**src/rtl/uart_tx_drain.sv**
```systemverilog
// UART transmitter that drains a registered-output byte FIFO onto a serial TX line (8N1/8N2, LSB first).
// Optional even-parity bit between data and stop is compiled in with `define UART_TX_PARITY_EN.
module uart_tx_drain #(
  parameter int CLKS_PER_BIT = 104,
  parameter int STOP_BITS    = 1
) (
  input  logic       clk,
  input  logic       rst_n,
  input  logic       enable,
  input  logic [7:0] fifo_data,
  input  logic       fifo_available,
  output logic       fifo_get,
  output logic       tx,
  output logic       busy
);

  localparam int                CW       = $clog2(CLKS_PER_BIT);
  localparam logic [CW-1:0]     CNT_LAST = CW'(CLKS_PER_BIT - 1);
  localparam logic [2:0]        STOP_LAST = 3'(STOP_BITS - 1);

`ifdef UART_TX_PARITY_EN
  typedef enum logic [2:0] {IDLE, FETCH, START, DATA, PARITY, STOP} state_t;
`else
  typedef enum logic [2:0] {IDLE, FETCH, START, DATA, STOP} state_t;
`endif

  state_t        r_state;
  logic [CW-1:0] r_cnt;
  logic [2:0]    r_bit_idx;
  logic [7:0]    r_shreg;
`ifdef UART_TX_PARITY_EN
  logic          r_parity;
`endif

  wire w_bit_done = (r_cnt == CNT_LAST);

  // NOTE: every register here, datapath included, is cleared by the async reset so tx and the
  // shifter start from a known state; all state updates use non-blocking assignments.
  always_ff @(posedge clk or negedge rst_n) begin
    if (!rst_n) begin
      r_state   <= IDLE;
      r_cnt     <= '0;
      r_bit_idx <= '0;
      r_shreg   <= '0;
`ifdef UART_TX_PARITY_EN
      r_parity  <= 1'b0;
`endif
      fifo_get  <= 1'b0;
      tx        <= 1'b1;
      busy      <= 1'b0;
    end else begin
      fifo_get <= 1'b0;
      case (r_state)
        IDLE: begin
          tx   <= 1'b1;
          busy <= 1'b0;
          if (enable && fifo_available) begin
            r_state  <= FETCH;
            r_cnt    <= '0;
            fifo_get <= 1'b1;
            busy     <= 1'b1;
          end
        end

        // fifo_get is high during this cycle; the FIFO still presents the current byte.
        FETCH: begin
          r_shreg <= fifo_data;
`ifdef UART_TX_PARITY_EN
          r_parity <= ^fifo_data;
`endif
          tx      <= 1'b0;
          r_cnt   <= '0;
          r_state <= START;
        end

        START: begin
          if (w_bit_done) begin
            r_cnt     <= '0;
            r_bit_idx <= '0;
            tx        <= r_shreg[0];
            r_state   <= DATA;
          end else begin
            r_cnt <= r_cnt + 1'b1;
          end
        end

        DATA: begin
          if (w_bit_done) begin
            r_cnt <= '0;
            if (r_bit_idx == 3'd7) begin
              r_bit_idx <= '0;
`ifdef UART_TX_PARITY_EN
              tx      <= r_parity;
              r_state <= PARITY;
`else
              tx      <= 1'b1;
              r_state <= STOP;
`endif
            end else begin
              r_shreg   <= {1'b0, r_shreg[7:1]};
              tx        <= r_shreg[1];
              r_bit_idx <= r_bit_idx + 3'd1;
            end
          end else begin
            r_cnt <= r_cnt + 1'b1;
          end
        end

`ifdef UART_TX_PARITY_EN
        PARITY: begin
          if (w_bit_done) begin
            r_cnt     <= '0;
            r_bit_idx <= '0;
            tx        <= 1'b1;
            r_state   <= STOP;
          end else begin
            r_cnt <= r_cnt + 1'b1;
          end
        end
`endif

        // r_bit_idx counts stop bits here so STOP_BITS=2 needs no wider baud counter.
        STOP: begin
          if (w_bit_done) begin
            r_cnt <= '0;
            if (r_bit_idx == STOP_LAST) begin
              r_bit_idx <= '0;
              busy      <= 1'b0;
              r_state   <= IDLE;
            end else begin
              r_bit_idx <= r_bit_idx + 3'd1;
            end
          end else begin
            r_cnt <= r_cnt + 1'b1;
          end
        end

        default: begin
          r_state <= IDLE;
          tx      <= 1'b1;
          busy    <= 1'b0;
        end
      endcase
    end
  end

endmodule

```
**config.mk**
```make
export PLATFORM = sky130hd
export DESIGN_NAME = uart_tx_drain
export DESIGN_NICKNAME = d
export VERILOG_FILES = /design/src/rtl/uart_tx_drain.sv
export SDC_FILE = /design/constraint.sdc
export NUM_CORES = 1
export LEC_CHECK = 0
export ABC_CLOCK_PERIOD_IN_PS = 2600
export BUFFER_PORTS_ARGS = -buffer_cell sky130_fd_sc_hd__buf_2
export CAP_MARGIN = 20
export CORE_MARGIN = 2
export CORE_UTILIZATION = 50
export DETAILED_ROUTE_END_ITERATION = 16
export PLACE_DENSITY = 0.69
export SLEW_MARGIN = 20
export SYNTH_ARGS = -nofsm -noshare
export SYNTH_HDL_FRONTEND = slang
export SYNTH_SLANG_ARGS = --single-unit
```
**constraint.sdc**
```tcl
create_clock -name clk -period 2.6 [get_ports clk]
set_input_delay 0.26 -clock clk [delete_from_list [all_inputs] [get_ports clk]]
set_output_delay 0.26 -clock clk [all_outputs]
set_load 0.01 [all_outputs]
```
==> impl_metrics.json <==
{
  "rrSetupSlack_ns": 0.76,
  "syn2layout_area_growth_pct": 8.28,
  "cp.required_ns": 2.80,
  "grt_pass1_wl_mm": 4.19,
  "gr-usage-all-layers": 0.166,
  "clock_skew_ns": 0.00517,
  "antenna_found_initial": 0,
  "synth_largest_area_cell": "dfrtp_1",
  "critPathLaunch": "r_bit_idx[0]",
  "tightest_slew_ns": 0.517,
  "outcome": "finished, final reports clean",
  "r2r-start": "r_bit_idx[0]",
  "io-pin-count": 15,
  "wl_per_cell_um": 14.2,
  "p_seq_frac": 0.535,
  "rows": 18,
  "cp_max_fo": 8,
  "hpwl_mm": 1.76,
  "antenna_cells": 0,
  "die_area_sq_um": 3090,
  "rsz0062_at_grt": "false",
  "hp-class": "input pin to flop",
  "max_cap_violations": 0,
  "cts_tree": "yes",
  "ys_ff_latch": 24,
  "p_leak_nw": 0.636,
  "tns_ns": 0,
  "syn_nets": 146,
  "die_h_um": 55.6,
  "min_period_over_period": 0.706,
  "drc": 0,
  "grt_max_degree": 25,
  "ant_nets": 0,
  "drt-initial-drc-count": 24,
  "crit_type": "flop to flop",
  "core-area_sq_um": 2500,
  "synthTopCellsByCount": "dfrtp_1 (23), a21oi_1 (10), a221o_1 (7), and2_1 (7), nand2_1 (7)",
  "synth_area_per_cell_sq_um": 10.2,
  "drt_wl_total_mm": 2.45,
  "clkTransAtPathRegs_ns": 0.13,
  "r2r_end": "r_shreg[4]",
  "first_global_vias": 936,
  "clock_latency_ns": 0.31,
  "netlist_top_cells_area": "dfrtp_1 (43%), a221o_1 (5.3%), a21oi_1 (3.8%), ha_1 (3.8%), and2_1 (3.3%)",
  "p_comb_frac": 0.326,
  "synth_edf_count": 0,
  "crit_end": "r_shreg[4]",
  "synth_most_common_cell": "dfrtp_1",
  "drive_gt1_frac": 0.189,
  "synth_ff_type": "dfrtp_1",
  "first_pass_iters": 4,
  "max_slew_margin": 0.655,
  "synth-async-reset-ratio": 1.00,
  "cts_buffers": 3,
  "nets": 160,
  "post_cts_buffers": 0,
  "placed_area_sq_um": 1400,
  "cts_sinks": 24,
  "fin_crit_ns": 1.84,
  "yosys.area.top_type_share": 0.433,
  "gr-total-overflow": 0,
  "clkPwrFrac": 0.139,
  "endpoint_kind": "flop",
  "hold_violations": 0,
  "place_congestion": 0.791,
  "total_power_mw": 1.23,
  "start_util": 0.532,
  "vias_per_cell": 5.89,
  "ir_drop_v": 0.000590,
  "max_freq_ghz": 0.544,
  "clock_path_buffers": 2,
  "die_x_um": 55.6,
  "power.density_nw_per_um2": 852,
  "seq_area_frac_synth": 0.452,
  "fin_ws_ns": 0.763,
  "via_count": 1019,
  "cts_root_buffer": "clkbuf_4",
  "synth_area_sq_um": 1330,
  "switching_power_uw": 437,
  "setup_viol": 0,
  "final_area_sq_um": 1440,
  "switching_share": 0.356,
  "rr_worst_depth": 5,
  "netlist_instances": 130,
  "setup.worst_path.start_class": "flop",
  "dp_cells": 168,
  "pre_cts_slack_ns": 0.770,
  "final_core_util": 0.576,
  "slew_violations": 0,
  "critPathArrivalTime_ns": 2.04,
  "synth_cell_types": 48,
  "p_int_uw": 789,
  "hold_slack_ns": 0.163,
  "synth_warnings": 0,
  "final_cells": 173,
  "io_buffers": 14,
  "cts-htree-levels": 1,
  "min_from": "fifo_data[7]"
}
registers in the layout, summed over array words and instances, names as in the netlist:
register / cells
fifo_get: 1
tx: 1
r_cnt: 7
busy: 1
r_bit_idx: 3
r_state: 3
r_shreg: 8
worst max-delay path: stages, from the launching register on:
cell      delay (ns)
dfrtp_1         0.43
ha_1            0.21
ha_1            0.26
nand3b_1        0.19
a21o_1          0.27
a221o_1         0.37
cell usage in the layout, fill, tap and decap left out, types with 2 or more instances in the layout:
cell type  synthesis  routed
a2111oi_0          2       2
a21o_1             2       2
a21oi_1           10      10
a221o_1            7       7
a31oi_1            2       2
and2_1             7       7
and3_1             2       2
buf_2              3      14
clkbuf_4           0       3
dfrtp_1           23      23
ha_1               4       4
inv_1              4       4
nand2_1            7       7
nand2b_1           2       2
nand3_1            4       4
nand3b_1           2       2
nand4_1            2       2
nor2_1             2       2
nor2b_1            4       4
nor3_1             3       3
o21ai_0            6       6
o21ai_1            2       2
o22ai_1            3       3
per-layer routing:
| layer | vias up | share of wire | global-route usage |
|---|---|---|---|
| met1 | 482 | 0.52 | 0.244 |
| met5 | - | 0 | 0 |
| met2 | 15 | 0.44 | 0.262 |
| met3 | 2 | 0.025 | 0.0209 |
| met4 | 0 | 0.0061 | 0.0418 |
| li1 | 520 | - | - |
repair_timing:
action | CTS | global route
setup endpoints to repair | 0 | 0
hold buffers | 1 | 0
gates resized for setup | 0 | 0
hold endpoints to repair | 23 | 0
power by group through the flow:
stage / registers (mW) / logic, mW / clock network [mW]
6_report: 0.656 / 0.400 / 0.170
5_1_grt: 0.679 / 0.452 / 0.191
4_1_cts: 0.653 / 0.406 / 0.174
3_5_place_dp: 0.658 / 0.403 / 0
3_3_place_gp: 0.656 / 0.390 / 0
2_1_floorplan: 0.608 / 0.362 / 0
how the worst min path moves through the flow:
stage	cells after the start	slack [ns]	end
after floorplan	0	-0.04	busy
after global placement	1	0.27	busy
after detailed placement	1	0.28	busy
after CTS	2	0.15	r_shreg[7]
after global routing	2	0.16	r_shreg[7]
final	2	0.16	r_shreg[7]
cell families (layout without fill, tap and decap cells):
group                      count (synthesis)  in the layout  synth area share
muxes                                      1              1           0.00753
AOI/OAI and AO/OA                         44             44             0.234
DFF                                       24             24             0.452
adders and majority gates                  4              4            0.0376
xor gates and xnor gates                   1              1           0.00659
and+or+nand+nor                           46             46             0.225
buffers and inverters                     10             23            0.0367
cell type report:
| cell class | instances | area, sq um |
|---|---|---|
| clock buffers | 4 | 26.3 |
| fillers | 227 | 1060 |
| inverters | 4 | 15.0 |
| multi-input cells | 96 | 679 |
| flip-flops and latches | 24 | 602 |
| well taps | 30 | 37.5 |
| repair buffers | 15 | 80.1 |
Note: power is estimated with default switching activity, not from simulation.
